[config.mk]
export PLATFORM = sky130hd
export DESIGN_NAME = ps2_key_sequencer
export DESIGN_NICKNAME = d
export VERILOG_FILES = /design/src/rtl/ps2_key_sequencer.sv
export SDC_FILE = /design/constraint.sdc
export NUM_CORES = 1
export LEC_CHECK = 0
export ABC_AREA = 1
export CAP_MARGIN = 25
export CORE_ASPECT_RATIO = 1.2
export CORE_UTILIZATION = 42
export CTS_CLUSTER_SIZE = 30
export DETAILED_ROUTE_END_ITERATION = 8
export GPL_TIMING_DRIVEN = 0
export SLEW_MARGIN = 15
export SYNTH_ARGS = -nofsm -noshare
export SYNTH_HDL_FRONTEND = slang
export SYNTH_SLANG_ARGS = --single-unit
[constraint.sdc]
create_clock -name clock_fpga -period 2.32 [get_ports clock_fpga]
set_clock_uncertainty 0.15 [all_clocks]
set_input_delay 0.464 -clock clock_fpga [delete_from_list [all_inputs] [get_ports clock_fpga]]
set_output_delay 0.464 -clock clock_fpga [all_outputs]
set_load 0.03 [all_outputs]
[src/rtl/ps2_key_sequencer.sv]
// Folds PS/2 E0/F0 prefixes into complete key events, queues them in a small
// valid/ready FIFO and tracks the held state of the four extended arrow keys.
module ps2_key_sequencer #(
    parameter int FIFO_DEPTH     = 4,
    parameter int TIMEOUT_CYCLES = 2_500_000
) (
    input  logic       clock_fpga,
    input  logic       reset,
    input  logic [7:0] ps2_code,
    input  logic       ps2_new_code,
    input  logic       ev_ready,
    output logic       ev_valid,
    output logic [7:0] ev_code,
    output logic       ev_ext,
    output logic       ev_break,
    output logic [3:0] arrow_held,
    output logic       overflow
);

    localparam int PTR_W = (FIFO_DEPTH > 1) ? $clog2(FIFO_DEPTH) : 1;
    localparam int CNT_W = $clog2(TIMEOUT_CYCLES) + 1;

    typedef enum logic [1:0] {S_IDLE, S_EXT, S_BRK, S_EXT_BRK} state_t;

    typedef struct packed {
        logic [7:0] code;
        logic       ext;
        logic       brk;
    } event_t;

    state_t             r_state;
    logic [CNT_W-1:0]   r_tmo;
    logic               r_new_d;
    event_t             r_mem [FIFO_DEPTH];
    logic [PTR_W-1:0]   r_wr_ptr;
    logic [PTR_W-1:0]   r_rd_ptr;
    logic [PTR_W:0]     r_count;
    logic [3:0]         r_arrow;
    logic               r_overflow;

    logic               w_strobe;
    logic               w_is_e0;
    logic               w_is_f0;
    logic               w_is_err;
    logic               w_emit;
    logic               w_full;
    logic               w_pop;
    logic               w_push;
    event_t             w_ev;
    event_t             w_head;

    // The receiver holds new_code high for several cycles; only its rising edge counts.
    assign w_strobe = ps2_new_code & ~r_new_d;
    assign w_is_e0  = (ps2_code == 8'hE0);
    assign w_is_f0  = (ps2_code == 8'hF0);
    assign w_is_err = (ps2_code == 8'h00) || (ps2_code == 8'hFF);
    assign w_emit   = w_strobe & ~w_is_e0 & ~w_is_f0 & ~w_is_err;

    assign w_ev.code = ps2_code;
    assign w_ev.ext  = (r_state == S_EXT) || (r_state == S_EXT_BRK);
    assign w_ev.brk  = (r_state == S_BRK) || (r_state == S_EXT_BRK);

    assign w_full = (r_count == (PTR_W+1)'(FIFO_DEPTH));
    assign w_pop  = (r_count != '0) & ev_ready;
    assign w_push = w_emit & (~w_full | w_pop);

    always_ff @(posedge clock_fpga or negedge reset) begin
        if (!reset) begin
            r_state <= S_IDLE;
            r_tmo   <= '0;
            r_new_d <= 1'b0;
        end else begin
            r_new_d <= ps2_new_code;
            if (w_strobe) begin
                r_tmo <= '0;
                if (w_is_err) begin
                    r_state <= S_IDLE;
                end else if (w_is_e0) begin
                    case (r_state)
                        S_IDLE:  r_state <= S_EXT;
                        S_BRK:   r_state <= S_EXT_BRK;
                        default: r_state <= r_state;
                    endcase
                end else if (w_is_f0) begin
                    case (r_state)
                        S_IDLE:  r_state <= S_BRK;
                        S_EXT:   r_state <= S_EXT_BRK;
                        default: r_state <= r_state;
                    endcase
                end else begin
                    r_state <= S_IDLE;
                end
            end else if (r_state == S_IDLE) begin
                r_tmo <= '0;
            end else if (r_tmo == CNT_W'(TIMEOUT_CYCLES - 1)) begin
                // A prefix with no follow-up byte is abandoned silently.
                r_state <= S_IDLE;
                r_tmo   <= '0;
            end else begin
                r_tmo <= r_tmo + 1'b1;
            end
        end
    end

    always_ff @(posedge clock_fpga or negedge reset) begin
        if (!reset) begin
            // NOTE: storage is reset so the head outputs read 8'h00/0/0 straight out of reset.
            for (int i = 0; i < FIFO_DEPTH; i++) begin
                r_mem[i] <= '0;
            end
            r_wr_ptr   <= '0;
            r_rd_ptr   <= '0;
            r_count    <= '0;
            r_overflow <= 1'b0;
        end else begin
            if (w_push) begin
                r_mem[r_wr_ptr] <= w_ev;
                r_wr_ptr        <= r_wr_ptr + 1'b1;
            end
            if (w_pop) begin
                r_rd_ptr <= r_rd_ptr + 1'b1;
            end
            case ({w_push, w_pop})
                2'b10:   r_count <= r_count + 1'b1;
                2'b01:   r_count <= r_count - 1'b1;
                default: r_count <= r_count;
            endcase
            if (w_emit & w_full & ~w_pop) begin
                r_overflow <= 1'b1;
            end
        end
    end

    // Arrow state follows every extended emit, even one the FIFO had to drop.
    always_ff @(posedge clock_fpga or negedge reset) begin
        if (!reset) begin
            r_arrow <= 4'h0;
        end else if (w_emit && w_ev.ext) begin
            case (ps2_code)
                8'h75:   r_arrow[0] <= ~w_ev.brk;
                8'h72:   r_arrow[1] <= ~w_ev.brk;
                8'h6B:   r_arrow[2] <= ~w_ev.brk;
                8'h74:   r_arrow[3] <= ~w_ev.brk;
                default: r_arrow    <= r_arrow;
            endcase
        end
    end

    assign w_head     = r_mem[r_rd_ptr];
    assign ev_valid   = (r_count != '0);
    assign ev_code    = w_head.code;
    assign ev_ext     = w_head.ext;
    assign ev_break   = w_head.brk;
    assign arrow_held = r_arrow;
    assign overflow   = r_overflow;

endmodule
* Yosys cells after proc, flatten, opt, wreduce, memory -nomap -nowiden
Cells that the tools add are included.
Storage, ports and cells: register bits after elaboration 78, output and inout bits 16, logic and storage cells 99
Cells by class: $add $sub $neg 5, magnitude comparators 3, equality and inequality tests 17, multiplexer cells 18, bitwise operators 18, reduce and logical (&&, ||, !) cells 15
Operator list (number):
- $mux 23 | 3
- $bwmux 40 | 1
- $eq 8x7->1 const B | 4
- $mux 10 | 3
- $eq 8x8->1 const B | 3
- $add 23x1->23 const B | 1
- $eq 23x22->1 const B | 1
- $bmux 10 s2 | 1
- $demux 10 s2 | 1
- $mux 2 | 6
- $and 1x1->1 | 8
- $logic_not 8->1 | 1
- $pmux 2 s2 | 2
- $reduce_and 2->1 | 4
- $not 1->1 | 7
- $eq 2x2->1 const B | 3
- $ge 3x3->1 const B | 2
- $ne 6x3->1 const B | 1
- $not 2->3 | 2
- $pmux 3 s2 | 1
- $ne 5x2->1 const B | 1
- $add 2x1->2 const B | 2
- $eq 2x1->1 const B | 2
- $reduce_and 4->1 | 1
- 11 further kinds | 15

* Depth between registers and ports, before layout
Gate-level depths: netlist of the first run.
depth in word-level cells 8, depth in mapped cells 13

* Least setup slack after synthesis of the first run
Ideal clock, no wire load.
path type input -> register, start point input ps2_code[2], end point register r_count[2], library setup time 62 ps, arrival 1822 ps, data required time 2108 ps, setup slack 285 ps, stages on the path 12, cell sequence inv_2 > nand2_2 > nor2_4 > o21ai_1 > nand2_1 > nand2_1 > fa_1 > inv_1 > nand4_1 > nand3_1 > nand2_1 > inv_1
On the way: cells in the longest elaborated chain, start to end 8, elaborated cells on any way between the ends 16, classes of those cells 5 x eq/ne; 1 x mux; 7 x bitwise; 3 x reduce/logical
Ends and longest elaborated chain:
- start, declared | RTL line 9 | input logic [7:0] ps2_code,
- $eq 8x8->1 | RTL line 54 | assign w_is_e0 = (ps2_code == 8'hE0);
- $not 1->1 | RTL line 57 | assign w_emit = w_strobe & ~w_is_e0 & ~w_is_f0 & ~w_is_err;
- $and 1x1->1 (2 in a row) | RTL line 57
- $and 1x1->1 * | RTL line 57
- $and 1x1->1 * | RTL line 65 | assign w_push = w_emit & (~w_full | w_pop);
- $eq 2x1->1 / $eq 2x2->1 (equally long branches) | RTL line 123 | case ({w_push, w_pop})
- $pmux 3 s2 / $reduce_bool 2->1 (equally long branches)
- end signal, assigned | RTL line 124 | 2'b10: r_count <= r_count + 1'b1;
- end signal, assigned | RTL line 125 | 2'b01: r_count <= r_count - 1'b1;
- end signal, assigned | RTL line 126 | default: r_count <= r_count;
- end, declared | RTL line 37 | logic [PTR_W:0] r_count;
Mark *: on every way between the ends. The rest lies on a longest branch, timed or not. A chain may end at the register's enable or synchronous reset.

* Worst setup path in the final report of the first run
start point register r_count[1], end point output ev_valid
On the way: cells in the longest elaborated chain, start to end 1
Ends and longest elaborated chain:
- $reduce_bool 3->1 | RTL line 150 | assign ev_valid = (r_count != '0);
- end, declared | RTL line 12 | output logic ev_valid,
Every way passes these cells.

==> results_dict.tcl, run 1 <==
set metrics [dict create \
    status "complete, no violations" \
    endpoint_kind "output pin" \
    yosysWarnings 0 \
    grt_util_all_layers_pct 21.3 \
    hpwl_mm 6.92 \
    die_h_um 111 \
    fmax_mhz 451 \
    setup_tns_ns 0 \
    fin_nets 549 \
    avgSynthCellArea_sq_um 8.58 \
    clock_latency_ns 0.34 \
    num-fill-cells 906 \
    power_leakage_nw 2.12 \
    start_util_pct 43.4 \
    routabilityCongestion 0.860 \
    crit_type "flip-flop to output pin" \
    grt_overflow_total 0 \
    cap_violations 0 \
    die_area_sq_mm 0.0102 \
    cts_htree_levels 3 \
    multi_input_area_sq_mm 0.00190 \
    period_needed_ns 2.22 \
    drt_iter0_markers 122 \
    finalSetupViolations 0 \
    core_sq_mm 0.00952 \
    yosysTopAreaCell "dfrtp_1" \
    worst_ep_required_time_ns 1.71 \
    grt_max_degree 43 \
    final_common_cell "nand2_1" \
    dieWidth_um 92.5 \
    cts_buffers 9 \
    reg2reg_slack_ns 0.27 \
    root_buffer "clkbuf_16" \
    slew_viol_final 0 \
    rows 39 \
    hold-worst-slack_ns 0.314 \
    remaining_drc_errors 0 \
    antenna_cells 0 \
    vdd.ir_drop.worst_mv 0.425 \
    routed_via_density 5.11 \
    maxSlewHeadroom_pct 65.8 \
    ioPinCount 28 \
    finalWorstSetupSlack_ns 0.104 \
    dr_total_vias 3363 \
    synth_top_area_share_pct 47.3 \
    clockBufferDepth 2 \
    antenna_found_initial 0 \
    mostFrequentLayoutCells "nand2_1, dfrtp_1, nor2_1" \
    cts.sinks 78 \
    place_ws_ns -0.501 \
    rsz0062_at_grt "no" \
    dpl_cell_area_sq_mm 0.00457 \
    ys_ff_latch 78 \
    drtPass1Iterations 4 \
    layout.area.seq_sq_mm 0.00195 \
    postLayoutCellArea_sq_mm 0.00501 \
    syn-instance-count 481 \
    power.density_mw_per_mm2 1120 \
    grt_pass1_wl_mm 16.9 \
    clk_pin_slew_ns 0.06 \
    synthesis.area_sq_mm 0.00413 \
    wl_mm 9.75 \
    portBuffers 27 \
    hold_path_class "flip-flop to flip-flop" \
    yosysSeqAreaShare_pct 47.3 \
    ys_types 34 \
    final.period_utilization_pct 95.5 \
    area_growth_pct 21.3 \
    syn-num-nets 499 \
    start_kind "flip-flop" \
    wl_per_cell_um 14.8 \
    cts_tree "done" \
    hold_viol_final 0 \
    grt_pass1_vias 3528 \
    cp_max_fo 3 \
    drive_above_1_share_pct 15.7 \
    synthTopCellsByArea "dfrtp_1, nand2_1, o21a_1, nor2_1, inv_1" \
    worstPathArrival_ns 1.60 \
    tightest_slew_ns 0.513 \
    antenna_left 0 \
]
-- worst max-delay path: stages (launching register included) --
cell and delay (ns):
dfrtp_1 0.39, nor2_1 0.18, nand2_1 0.10, clkdlybuf4s50_1 0.60
-- kinds of logic after synthesis --
group	share of synthesized area (%)
adders and majority gates	2.00
and+or+nand+nor	27.2
xor gates and xnor gates	3.39
AOI/OAI and AO/OA	13.1
DFF	47.3
buffers and inverters	7.03
-- metal layers --
metal	vias to the layer above	part of all wire [%]	GRT usage, %
li1	1671	-	-
met1	1629	46	27.2
met2	50	49	35.6
met3	13	3.3	3.99
met4	0	1.8	7.81
met5	-	0	0
-- sequential cells by signal, summed over array words and instances (netlist names) --
| signal | count |
|---|---|
| r_mem | 40 |
| r_count | 3 |
| arrow_held | 4 |
| r_rd_ptr | 2 |
| r_state | 2 |
| r_tmo | 23 |
| r_wr_ptr | 2 |
| overflow | 1 |
| r_new_d | 1 |
-- layout make-up --
type                    instances  area share, %
plain buffers                  15           2.57
clock buffers                  12           4.92
clock inverters                 3           1.37
inverters                      46           3.45
multi-input cells             342           38.0
flip-flops and latches         78           39.0
well taps                     123           3.07
repair buffers                 39           7.62
-- synth_stat cells --
library cell  number
nand2_1           88
dfrtp_1           78
nor2_1            71
inv_1             41
o21a_1            40
o21ai_0           25
nand3_1           20
nor3_1            14
xor2_1            12
nand4_1           11
o22ai_1           10
buf_6              8
nor2_4             7
clkbuf_1           6
ha_1               5
inv_2              5
nand2_2            4
nand2_4            4
nor2_2             4
nor4_1             4
xnor2_1            4
a21oi_1            3
o21ai_1            3
nand3_2            2
nor3b_1            2
o31ai_1            2
buf_2              1
fa_1               1
nand3b_1           1
nor3_2             1
nor3_4             1
nor3b_2            1
o21bai_1           1
or2_2              1
-- power breakdown --
part,internal [mW],leakage [nW],total (mW),switching [mW]
Clock,0.968,0.153,1.51,0.543
Combinational,0.854,1.01,2.06,1.21
Sequential,1.79,0.959,2.02,0.232
Total,3.61,2.12,5.59,1.98
-- stage by stage --
step,util (%),std cells,total power [mW]
final,52.6,658,5.59
after CTS,52.3,654,5.68
after global routing,52.6,658,5.97
after global placement,47.8,631,4.10
after detailed placement,48.0,632,4.17
after floorplan,-,481,3.42
-- path summary, 6_finish.rpt --
check	from	endpoint	cells past startpoint
min in group asynchronous	reset	r_mem[2]	2
hold reg to reg	r_tmo[0]	r_tmo[0]	1
setup reg to reg	r_tmo[0]	r_tmo[6]	7
hold / removal	r_tmo[0]	r_tmo[0]	1
max in group asynchronous	reset	r_count[0]	3
setup / recovery	r_count[1]	ev_valid	3
-- repair_timing --
item                                   in CTS  in global routing
setup endpoints to repair                  12                 13
pin swaps                                   0                  2
setup buffers                               6                  4
hold buffers                                1                  0
endpoints found under the hold margin      36                  0
gates cloned                                0                  0
gates resized for setup                    42                 18
(Power assumes the default switching activity.)
==> run 2: changes to the inputs <==
--- a/config.mk
+++ b/config.mk
@@ -12,6 +12,7 @@
 export CTS_CLUSTER_SIZE = 30
 export DETAILED_ROUTE_END_ITERATION = 8
 export GPL_TIMING_DRIVEN = 0
+export SKIP_LAST_GASP = 1
 export SLEW_MARGIN = 15
 export SYNTH_ARGS = -nofsm -noshare
 export SYNTH_HDL_FRONTEND = slang
==> run 2 against run 1 <==
Net effect:
- combinational power about the same
- register-to-register slack improved by 0.02 ns
- power about the same
- critical path type unchanged
- sequential power about the same
- sequential cell count unchanged
- final cell count unchanged
==> results_dict.tcl, run 2 (synthesis gave the netlist of run 1 again) <==
set metrics [dict create \
    status "complete, no violations" \
    whs_path_depth 1 \
    endpoint_kind "output pin" \
    min_to "r_tmo[0]" \
    hold-worst-slack_ns 0.314 \
    slew_viol_final 0 \
    area_growth_pct 21.3 \
    top_register "r_mem" \
    hpwl_mm 6.92 \
    power_frac_seq_pct 36.1 \
    antenna_left 0 \
    portBuffers 27 \
    rr_endpoint "r_tmo[6]" \
    period_needed_ns 2.22 \
    remaining_drc_errors 0 \
    path_buf_inv 3 \
    ioPinCount 28 \
    clockBufferDepth 2 \
    fin_cells 658 \
    total_power_mw 5.60 \
    final_util_pct 52.6 \
    tightest_slew_ns 0.509 \
    clk_pin_slew_ns 0.06 \
    dpl_cell_area_sq_mm 0.00457 \
    crit_family "buffers and inverters" \
    final.period_utilization_pct 95.9 \
    power_leakage_nw 2.12 \
    critPathSlowestCell "dfrtp_1" \
    grt_pass1_vias 3527 \
    p_switching_mw 1.99 \
    largest_reg_flops 40 \
    grt_use_met3_pct 3.99 \
    antenna_found_initial 0 \
    maxSlewHeadroom_pct 66.1 \
    rsz0062_at_grt "no" \
    max_stage_delay_ns 0.39 \
    grt.busiest_layer "met2" \
    holdCritStartpoint "r_tmo[0]" \
    dr_total_vias 3367 \
    rows 39 \
    antenna_cells 0 \
    drive_above_1_share_pct 15.7 \
    hold_viol_final 0 \
    mostFrequentLayoutCells "nand2_1, dfrtp_1, nor2_1" \
    grt_pass1_wl_mm 16.9 \
    fmax_mhz 450 \
    cts.sinks 78 \
    placedCellCount 632 \
    hold_path_class "flip-flop to flip-flop" \
    die_h_um 111 \
    postLayoutCellArea_sq_mm 0.00501 \
    p_int_mw 3.61 \
    start_util_pct 43.4 \
    fin_nets 549 \
    vdd.ir_drop.worst_mv 0.428 \
    num-fill-cells 906 \
    drt_iter0_markers 125 \
    cts_tree "done" \
    root_buffer "clkbuf_16" \
    dieWidth_um 92.5 \
    routabilityCongestion 0.860 \
    crit_type "flip-flop to output pin" \
    finalSetupViolations 0 \
    wl_per_cell_um 14.8 \
    cts_buffers 9 \
    path_cells "inv_1 -> clkbuf_4 -> nor2_1 -> o22ai_1 -> clkdlybuf4s15_2" \
    cap_violations 0 \
    combPwrFrac_pct 36.9 \
    met1_usage_pct 27.2 \
    grt_max_degree 43 \
    die_area_sq_mm 0.0102 \
    final_common_cell "nand2_1" \
    worst_ep_required_time_ns 1.71 \
    clkPwrFrac_pct 27.0 \
    swShare_pct 35.5 \
    worstPathArrival_ns 1.61 \
    drtPass1Iterations 4 \
    grt_util_all_layers_pct 21.3 \
    routed_via_density 5.12 \
    clock_latency_ns 0.34 \
    grt_overflow_total 0 \
    reg2reg_depth 7 \
    cts_htree_levels 3 \
    met2_usage_pct 35.6 \
    wl_mm 9.73 \
    worstReg2RegStart "r_tmo[0]" \
    reg2reg_slack_ns 0.29 \
    start_kind "flip-flop" \
    power.density_mw_per_mm2 1120 \
    cp_max_fo 10 \
    core_sq_mm 0.00952 \
]
run 2: how the worst max path moves through the flow:
stage,startpoint,endpoint,slack [ns],cells past startpoint
2_1_floorplan,ps2_code[2],r_count[2],0.29,12
3_3_place_gp,reset,r_count[0],-2.22,1
3_5_place_dp,ps2_code[3],r_count[2],-0.50,13
4_1_cts,r_rd_ptr[0],ev_code[3],-0.01,5
5_1_grt,r_rd_ptr[0],ev_code[2],0.003,5
6_report,r_rd_ptr[0],ev_code[7],0.1,5
run 2: routing by layer:
| layer | vias to the layer above | share of wire (%) |
|---|---|---|
| met5 | - | 0 |
| met2 | 40 | 50 |
| met3 | 11 | 2.6 |
| met4 | 0 | 1.6 |
| li1 | 1675 | - |
| met1 | 1641 | 46 |
run 2: timing repair:
item	in CTS	in global routing
gates resized for setup	41	19
pin swaps	0	2
hold buffers	1	0
hold endpoints to repair	36	0
endpoints found under the setup margin	12	13
setup buffers	6	4
run 2: cell type report:
cell class	count	area (sq um)	share of cell area [%]
buffer	15	129	2.57
timing repair buffer	39	383	7.64
clock buffer	12	246	4.92
tap	123	154	3.07
sequential	78	1950	39.0
multi-input combinational	342	1900	38.0
inverter	46	173	3.45
clock inverter	3	68.8	1.37
run 2: stage by stage:
step           setup WS, ns  setup TNS (ns)
2_1_floorplan         0.285               0
3_3_place_gp          -2.22         -181.15
3_5_place_dp         -0.501           -9.54
4_1_cts             -0.0138         -0.0138
5_1_grt             0.00292               0
6_report             0.0959               0
run 2: power by group through the flow:
stage	logic (mW)	clock network, mW	registers, mW
floorplan	1.42	0	2.00
global placement	2.08	0	2.02
CTS	2.11	1.54	2.02
global route	2.29	1.60	2.08
detailed placement	2.13	0	2.04
finish	2.06	1.51	2.02
